==> src/rtl/modbus_frame_rx_pkg.sv <==
// Shared definitions for the Modbus RTU request receiver and its CRC block.
// Holds state encodings, frame constants, the per-byte CRC step and silence timing.
package modbus_frame_rx_pkg;

  typedef enum logic [1:0] {
    ST_WAIT_IDLE,
    ST_IDLE,
    ST_RECV,
    ST_CHECK
  } rx_state_e;

  localparam logic [3:0]  MB_FRAME_LEN = 4'd8;
  localparam logic [3:0]  MB_CNT_OVER  = 4'd9;
  localparam logic [15:0] CRC_INIT     = 16'hFFFF;
  localparam logic [15:0] CRC_POLY     = 16'hA001;

  localparam logic [7:0] FC_READ_HOLDING = 8'h03;
  localparam logic [7:0] FC_READ_INPUT   = 8'h04;
  localparam logic [7:0] FC_WRITE_SINGLE = 8'h06;

  // Reflected CRC-16/MODBUS, one whole byte folded in per call.
  function automatic logic [15:0] crc16_next(input logic [15:0] crc, input logic [7:0] data);
    logic [15:0] c;
    c = crc ^ {8'h00, data};
    for (int i = 0; i < 8; i++) begin
      c = c[0] ? ((c >> 1) ^ CRC_POLY) : (c >> 1);
    end
    return c;
  endfunction

  // Silence threshold in clocks; above 19200 baud Modbus fixes the gap in microseconds.
  function automatic logic [31:0] silence_cycles(input int unsigned clk_freq,
                                                 input int unsigned baud_rate,
                                                 input int unsigned half_chars,
                                                 input int unsigned fixed_us);
    longint unsigned cyc;
    if (baud_rate > 32'd19200) begin
      cyc = longint'(clk_freq) * longint'(fixed_us) / 64'd1000000;
    end else begin
      cyc = longint'(clk_freq) * longint'(half_chars) * 64'd11 / (64'd2 * longint'(baud_rate));
    end
    return 32'(cyc);
  endfunction

endpackage

==> src/rtl/modbus_frame_rx_crc16.sv <==
// CRC-16/MODBUS accumulator: one byte per clock, synchronous re-init.
// Shared with the response-side CRC generator.
module crc16_modbus
  import modbus_frame_rx_pkg::*;
(
  input  logic        clk_in,
  input  logic        rst_n_in,
  input  logic        i_init,
  input  logic        i_byte_en,
  input  logic [7:0]  i_data,
  output logic [15:0] o_crc
);

  logic [15:0] r_crc;

  // NOTE: state registers use non-blocking assignments so every flop samples pre-edge values.
  always_ff @(posedge clk_in or negedge rst_n_in) begin
    if (!rst_n_in) begin
      r_crc <= CRC_INIT;
    end else if (i_init) begin
      r_crc <= CRC_INIT;
    end else if (i_byte_en) begin
      r_crc <= crc16_next(r_crc, i_data);
    end
  end

  assign o_crc = r_crc;

endmodule

==> src/rtl/modbus_frame_rx.sv <==
// Modbus RTU request receiver: frames bytes by t3.5 silence, checks t1.5 gaps,
// slave address and CRC, and strobes decoded fields to the register logic.
module modbus_frame_rx
  import modbus_frame_rx_pkg::*;
#(
  parameter int unsigned CLK_FREQ  = 50_000_000,
  parameter int unsigned BAUD_RATE = 9600,
  parameter logic [7:0]  SADDR     = 8'h01
) (
  input  logic        clk_in,
  input  logic        rst_n_in,
  input  logic        i_rx_drdy,
  input  logic [7:0]  i_rx_data,
  input  logic        i_tx_busy,
  output logic        o_frame_valid,
  output logic [7:0]  o_rx_func_code,
  output logic [15:0] o_rx_reg_addr,
  output logic [15:0] o_rx_quantity,
  output logic        o_crc_err
);

  localparam logic [31:0] T15 = silence_cycles(CLK_FREQ, BAUD_RATE, 3, 750);
  localparam logic [31:0] T35 = silence_cycles(CLK_FREQ, BAUD_RATE, 7, 1750);

  rx_state_e   r_state, w_state_next;
  logic [31:0] r_silence;
  logic [3:0]  r_cnt, w_cnt_next;
  logic        r_bad, w_bad_next;
  logic        r_pend_vld, w_pend_vld_next;
  logic [7:0]  r_pend_data;
  logic [7:0]  r_buf [8];

  logic        r_frame_valid, r_crc_err;
  logic [7:0]  r_func_code;
  logic [15:0] r_reg_addr, r_quantity;

  logic        w_accept, w_sil_t35, w_sil_t15_ok;
  logic        w_byte_vld, w_store, w_crc_init, w_good, w_crc_bad;
  logic [7:0]  w_byte_data;
  logic [15:0] w_crc;

  assign w_accept     = i_rx_drdy & ~i_tx_busy;
  assign w_sil_t35    = (r_silence >= T35);
  assign w_sil_t15_ok = (r_silence <= T15);

  always_ff @(posedge clk_in or negedge rst_n_in) begin
    if (!rst_n_in) begin
      r_silence <= '0;
    end else if (w_accept) begin
      r_silence <= '0;
    end else if (!w_sil_t35) begin
      r_silence <= r_silence + 32'd1;
    end
  end

  // NOTE: every output of this block gets a default first, so no path can infer a latch.
  always_comb begin
    w_state_next    = r_state;
    w_cnt_next      = r_cnt;
    w_bad_next      = r_bad;
    w_pend_vld_next = r_pend_vld;
    w_byte_vld      = 1'b0;
    w_byte_data     = i_rx_data;
    w_store         = 1'b0;
    w_crc_init      = 1'b0;
    w_good          = 1'b0;
    w_crc_bad       = 1'b0;
    case (r_state)
      ST_WAIT_IDLE: begin
        if (w_sil_t35 && !w_accept) w_state_next = ST_IDLE;
      end
      ST_IDLE: begin
        w_byte_vld      = r_pend_vld | w_accept;
        w_pend_vld_next = 1'b0;
        if (r_pend_vld) w_byte_data = r_pend_data;
        if (w_byte_vld) begin
          w_store      = 1'b1;
          w_cnt_next   = 4'd1;
          w_state_next = ST_RECV;
        end
      end
      ST_RECV: begin
        if (w_sil_t35) begin
          // A byte landing on the t3.5 edge opens the next frame once CHECK is done.
          w_state_next = ST_CHECK;
          if (w_accept) w_pend_vld_next = 1'b1;
        end else begin
          if (i_tx_busy) w_bad_next = 1'b1;
          if (w_accept) begin
            w_byte_vld = 1'b1;
            w_store    = (r_cnt < MB_FRAME_LEN);
            if (r_cnt != MB_CNT_OVER) w_cnt_next = r_cnt + 4'd1;
            if (!w_sil_t15_ok) w_bad_next = 1'b1;
          end
        end
      end
      ST_CHECK: begin
        w_crc_init   = 1'b1;
        w_cnt_next   = 4'd0;
        w_bad_next   = 1'b0;
        w_state_next = ST_IDLE;
        if (w_accept) w_pend_vld_next = 1'b1;
        if ((r_cnt == MB_FRAME_LEN) && !r_bad && (r_buf[0] == SADDR)) begin
          if (w_crc != 16'h0000) w_crc_bad = 1'b1;
          else                   w_good    = 1'b1;
        end
      end
      default: w_state_next = ST_WAIT_IDLE;
    endcase
  end

  always_ff @(posedge clk_in or negedge rst_n_in) begin
    if (!rst_n_in) begin
      r_state       <= ST_WAIT_IDLE;
      r_cnt         <= 4'd0;
      r_bad         <= 1'b0;
      r_pend_vld    <= 1'b0;
      r_pend_data   <= 8'h00;
      r_frame_valid <= 1'b0;
      r_crc_err     <= 1'b0;
      r_func_code   <= 8'h00;
      r_reg_addr    <= 16'h0000;
      r_quantity    <= 16'h0000;
    end else begin
      r_state       <= w_state_next;
      r_cnt         <= w_cnt_next;
      r_bad         <= w_bad_next;
      r_pend_vld    <= w_pend_vld_next;
      r_frame_valid <= w_good;
      r_crc_err     <= w_crc_bad;
      if (w_pend_vld_next && !r_pend_vld) r_pend_data <= i_rx_data;
      if (w_good) begin
        r_func_code <= r_buf[1];
        r_reg_addr  <= {r_buf[2], r_buf[3]};
        r_quantity  <= {r_buf[4], r_buf[5]};
      end
    end
  end

  // NOTE: the frame buffer is not reset; CHECK only reads it after all eight slots were written.
  always_ff @(posedge clk_in) begin
    if (w_store) r_buf[r_cnt[2:0]] <= w_byte_data;
  end

  crc16_modbus u_crc (
    .clk_in    (clk_in),
    .rst_n_in  (rst_n_in),
    .i_init    (w_crc_init),
    .i_byte_en (w_byte_vld),
    .i_data    (w_byte_data),
    .o_crc     (w_crc)
  );

  assign o_frame_valid  = r_frame_valid;
  assign o_crc_err      = r_crc_err;
  assign o_rx_func_code = r_func_code;
  assign o_rx_reg_addr  = r_reg_addr;
  assign o_rx_quantity  = r_quantity;

endmodule
==> config.mk <==
export PLATFORM = sky130hd
export DESIGN_NAME = modbus_frame_rx
export DESIGN_NICKNAME = d
export VERILOG_FILES = /design/src/rtl/modbus_frame_rx_pkg.sv /design/src/rtl/modbus_frame_rx_crc16.sv /design/src/rtl/modbus_frame_rx.sv
export SDC_FILE = /design/constraint.sdc
export NUM_CORES = 1
export LEC_CHECK = 0
export BUFFER_PORTS_ARGS = -buffer_cell sky130_fd_sc_hd__buf_2
export CORE_AREA = 2 2 117 119
export DETAILED_ROUTE_END_ITERATION = 8
export DIE_AREA = 0 0 119 121
export PLACE_DENSITY = 0.7
export SLEW_MARGIN = 20
export SYNTH_ARGS = -nofsm -noshare
export SYNTH_HDL_FRONTEND = slang
export SYNTH_SLANG_ARGS = --single-unit
==> constraint.sdc <==
create_clock -name clk_in -period 6.5 [get_ports clk_in]
set_input_delay 0 -clock clk_in [delete_from_list [all_inputs] [get_ports clk_in]]
set_output_delay 0 -clock clk_in [all_outputs]
set_load 0.02 [all_outputs]
### Word level (Yosys, flattened, before mapping)

Memories as Yosys holds them, arrays and structs flattened. A register that Yosys moved wholly into a read port is not among the register bits.
Index checks and enable logic that the tools add are counted.

* register bits after elaboration: 66
* bits in writable memories: 64
* output and inout bits: 42
* word-level logic and storage cells: 107
* memories kept: 1

* add/sub/neg operators: 2
* $lt $le $gt $ge: 3
* eq/ne operators: 13
* multiplexer cells: 47
* bitwise logic cells: 12
* reduce and logical (&&, ||, !) cells: 20

Memory list
* r_buf: words 8, width 8, read ports 6, clocked after memory_dff 5, wr ports 1, line modbus_frame_rx.sv:31 `logic [7:0] r_buf [8];`

Operators by type and width (count)
* two-way mux 16 bit: 10
* two-way mux 32 bit: 2
* adder 32 x 1 -> 32 bit (second input constant): 1
* >= comparator 32 x 18 -> 1 bit (second input constant): 1
* <= comparator 32 x 17 -> 1 bit (second input constant): 1
* inverter 2 -> 3 bit: 8
* two-way mux 1 bit: 20
* two-way mux 4 bit: 4
* two-way mux 8 bit: 2
* nonzero test 16 bit: 1
* bitwise XOR 16 x 8 -> 16 bit: 1
* != test 2 bit (second input constant): 7
* case mux 4 bit (3 select lines): 1
* equality test 8 x 1 -> 1 bit (second input constant): 1
* logical NOT 1 bit: 8
* case mux 2 bit (4 select lines): 1
* two-way mux 2 bit: 3
* case mux 1 bit (2 select lines): 3
* AND reduction 5 bit: 1
* adder 4 x 1 -> 4 bit (second input constant): 1
* equality test 2 bit (second input constant): 2
* equality test 4 bit (second input constant): 1
* logical AND 1 bit: 4
* < comparator 4 bit (second input constant): 1
* 11 further kinds: 12

### Logic depth before layout (Yosys ltp)

* depth in word-level cells: 21
* mapped depth: 10
* mapped depth without buffers: 9

### Cells and area by module

Synthesis repeated with hierarchy kept, for this count alone.

* cells, all modules: 492
* area total of the unflattened synthesis: 6573.8 um^2

Modules (own cells, without submodules)
* modbus_frame_rx: instances 1, cells an instance 405, area each 5677.9 um^2, seq. area each 3693.5 um^2
* crc16_modbus: instances 1, cells an instance 87, area each 895.9 um^2, seq. area each 420.4 um^2

### Least setup slack after synthesis

OpenSTA, ideal clock, no wires.

* path kind: register to register
* start: register r_silence[4]
* end: memory r_buf[2][0] (enable)
* arrival time: 2491 ps
* data required time: 6117 ps
* path slack: 3626 ps
* cell stages (with the launch flop): 9
* path through: dfrtp_1 > o31a_1 > o211ai_1 > a31oi_2 > o31ai_1 > nand2_1 > clkbuf_1 > a211o_1 > nor3_1

* longest elaborated chain between the ends: 5

RTL lines
* start, declared: line modbus_frame_rx.sv:26 `logic [31:0] r_silence;`
* start signal, assigned: line modbus_frame_rx.sv:52 `r_silence <= r_silence + 32'd1;`
* >= comparator 32 x 18 -> 1 bit: line modbus_frame_rx.sv:43 `assign w_sil_t35 = (r_silence >= T35);`
* two-way mux 1 bit: line modbus_frame_rx.sv:83 `if (w_sil_t35) begin`
* case mux 1 bit (2 select lines): line modbus_frame_rx.sv:68 `case (r_state)`
* two-way mux 1 bit: line modbus_frame_rx.sv:142 `if (w_store) r_buf[r_cnt[2:0]] <= w_byte_data;`
* two-way mux 1 bit (implied by the code): line modbus_frame_rx.sv:142
* end, declared: line modbus_frame_rx.sv:31

No other way between the ends.

### Worst setup path after layout

* start: register r_silence[4]
* end: memory r_buf[0][6] (enable)

Same word-level chain as after synthesis.

==> run summary <==
Logic pwr share: 21.9%
main area contributors after synthesis: dfrtp_1 35%, edfxtp_1 22%, mux2_2 9.2%, dfstp_2 6.5%, ha_1 2.3%
number of synthesized register bits: 154
peak supply drop: 0.2514 mV
nets in the synthesized netlist: 490
minimum clock period: 3.734 ns
Max Cap Viol: 0
top cell type's share of synthesized area: 34.78%
Final Hold Fails: 0
clock share of power: 34.0%
Worst-Skew Late Latency: 0.43 ns
CP arrival: 3.78 ns
initial antenna violation count: 0
Total Routing Usage GR: 18.11%
flop2flop setup slack: 2.77 ns
via count: 3762
Flop pwr share: 44.1%
chip width: 119 um
Cells after Synth: 466
DPL Wire Length: 7987 um
CP Class: reg2reg
Vias per Instance: 5.203
Worst R2R Start: r_silence[4]
final cell count without fillers: 723
hold slack: 0.03172 ns
NetSw: 833.6 uW
Final WS setup: 2.766 ns
Worst R2R Path Depth: 7
Leakage Power: 0.003456 uW
final period utilization: 57.45%
Row Count: 42
post_cts resized: 0
Avg WL per Cell: 16.54 um
area leader, netlist: dfrtp_1
Ys Warns: 0
synthesis-to-finish area growth: 17.74%
clk root buf: clkbuf_16
Initial Util: 49.49%
DIE HEIGHT: 121 um
Critical Path End: r_buf[0][6]
total CTS buffers: 17
Layout Utilization: 58.27%
CTS tree: done
Initial DRT Pass Iterations: 4
fraction of layout cells with a size suffix above 1: 31.99%
most frequently used flop master after synthesis: dfrtp_1
GP Congestion: 0.8728
DIE AREA: 14400 um^2
sequential area share after synthesis: 63.52%
post-route ant nets: 0
critical path capture point type: flip-flop
synthesized area: 6476 um^2
core area: 13090 um^2
clk_skew: 0.01203 ns
Crit. Startpoint: r_silence[4]
CP Data Required Time: 6.54 ns
Sw Share: 29.63%
Port Buffers: 53
RSZ-0062 raised after global routing: false
Worst Hold Class: in2reg
P_int: 1979 uW
Setup Viol. Count Final: 0
# clock sinks: 154
grt ovf: 0
DRT iter0 DRCs: 272
Cells after DPL: 680
vias in the first global route: 3809
Slew Limit Headroom: 30.19%
Fin Setup TNS: 0 ns
status: finished clean
diodes inserted: 0
reg-to-reg endpoint: r_buf[0][6]
first-pass GRT wire length: 19860 um
max frequency: 267.8 MHz
CTS H-tree lvls: 4
average size of a mapped cell: 13.90 um^2
clock slew at reported path FFs: 0.06 ns
largest net degree at the start of global routing: 63
Async SR Flop Fraction: 68.83%
Place WS: 2.668 ns
Critical Path Start Type: flip-flop
# nets final: 558
Synth cell types: 52
Post-synth EDFFs: 48
pwr/cell area: 368.9 nW/um^2
drt drc: 0
drt total wl: 11960 um
Slew Limit Fails: 0
crit path max fanout: 29
postcts setup bufs: 0
worst slew pin tran: 1.039 ns
I/O pins: 54
clk buf depth: 2
## layout make-up
class | count | area (um^2)
multi-input cells | 285 | 2266
flip-flops and latches | 154 | 4114
clock buffers | 18 | 429.2
fillers | 1025 | 5460
clock inverters | 14 | 147.6
well taps | 176 | 220.2
repair buffers | 66 | 410.4
inverters | 10 | 37.54
## cell usage after synthesis, types with 2 or more instances
master    instances
xor2_1           10
nor4_1           11
xnor2_1          17
nand2b_1          4
nand4_1           5
nor2b_1           3
a22o_1            3
nor3_1            8
o21ai_0           6
ha_1             12
nand2_1          34
nor2_1           37
inv_1            10
o211ai_1         10
a211o_1           2
o22a_1            2
nand3_1           7
clkbuf_1         16
dfstp_2          16
and2_1           14
xor2_2            5
dfrtp_1          90
mux2i_1           6
edfxtp_1         48
mux2_2           53
a21oi_1           5
mux2_4            5
a22oi_1           2
and3_1            2
## kinds of logic (layout without fill, tap and decap cells)
logic type               count (synthesis)  count (layout)  synth area share (%)
XOR/XNOR                                36              36                 6.240
flip-flops                             154             154                 63.52
buffers and inverters                   27             108                 1.681
adder cells (fa/ha/maj)                 12              12                 2.318
AO/OA/AOI/OAI                           42              42                 5.159
AND/OR/NAND/NOR                        131             131                 9.776
multiplexers                            64              64                 11.30
## per-layer routing
layer,GRT usage (%),vias up,routed length [um]
li1,-,1787,-
met1,23.93,1883,5387
met2,28.70,74,5926
met3,5.169,18,467
met4,6.696,0,179
met5,0,-,0
## how the worst min path moves through the flow
stage | startpoint | endpoint | slack (ns) | cells past startpoint
4_1_cts | i_rx_drdy | r_bad | 0.04 | 4
2_1_floorplan | rst_n_in | o_crc_err | -0.30 | 0
3_3_place_gp | rst_n_in | r_silence[0] | 0.03 | 1
6_report | i_rx_drdy | r_bad | 0.03 | 4
3_5_place_dp | rst_n_in | r_silence[0] | 0.05 | 1
5_1_grt | i_rx_drdy | r_bad | 0.09 | 4
## placed cells by master, fill, tap and decap left out, types with 7 or more instances in the layout
| cell | netlist | final |
|---|---|---|
| xor2_1 | 10 | 10 |
| dfstp_2 | 16 | 16 |
| ha_1 | 12 | 12 |
| and2_1 | 14 | 14 |
| o211ai_1 | 10 | 10 |
| dfrtp_1 | 90 | 90 |
| buf_2 | 0 | 52 |
| dlygate4sd3_1 | 0 | 10 |
| nand3_1 | 7 | 7 |
| nor4_1 | 11 | 11 |
| mux2_2 | 53 | 53 |
| nor2_1 | 37 | 36 |
| inv_1 | 10 | 10 |
| clkbuf_16 | 0 | 17 |
| edfxtp_1 | 48 | 48 |
| nor3_1 | 8 | 8 |
| xnor2_1 | 17 | 17 |
| nand2_1 | 34 | 34 |
## worst max-delay path, stage by stage (launching register included)
cell and delay, ns:
dfrtp_1 0.43, o31a_1 0.32, o211ai_1 0.20, a31oi_2 0.15, o31ai_1 0.28, nand2_1 0.64
a211o_1 0.57, nor3_1 0.77
## through the flow
step,total power [uW],cell area (um^2)
finish,2813,7625
global route,2958,7625
CTS,2837,7592
detailed placement,1862,6915
global placement,1836,6915
floorplan,1730,6476
## power groups by stage
stage                     clock [uW]  sequential, uW  combinational [uW]
after floorplan                    0            1220                 509
after global placement             0            1250                 587
after detailed placement           0            1260                 606
after CTS                        977            1240                 621
after global routing            1020            1260                 681
final                            956            1240                 615
## registers in the layout (all words and copies together) (netlist names), 2 cells and up
register        cells
r_state             2
r_cnt               4
o_rx_reg_addr      16
u_crc.o_crc        16
r_pend_data         8
r_silence          32
r_buf              48
o_rx_quantity      16
o_rx_func_code      8
## repair_timing
action	4_1_cts	5_1_grt
hold endpoints to repair	59	0
hold buffers	10	0
endpoints found under the setup margin	0	0
Power figures use the tool's default switching activity.
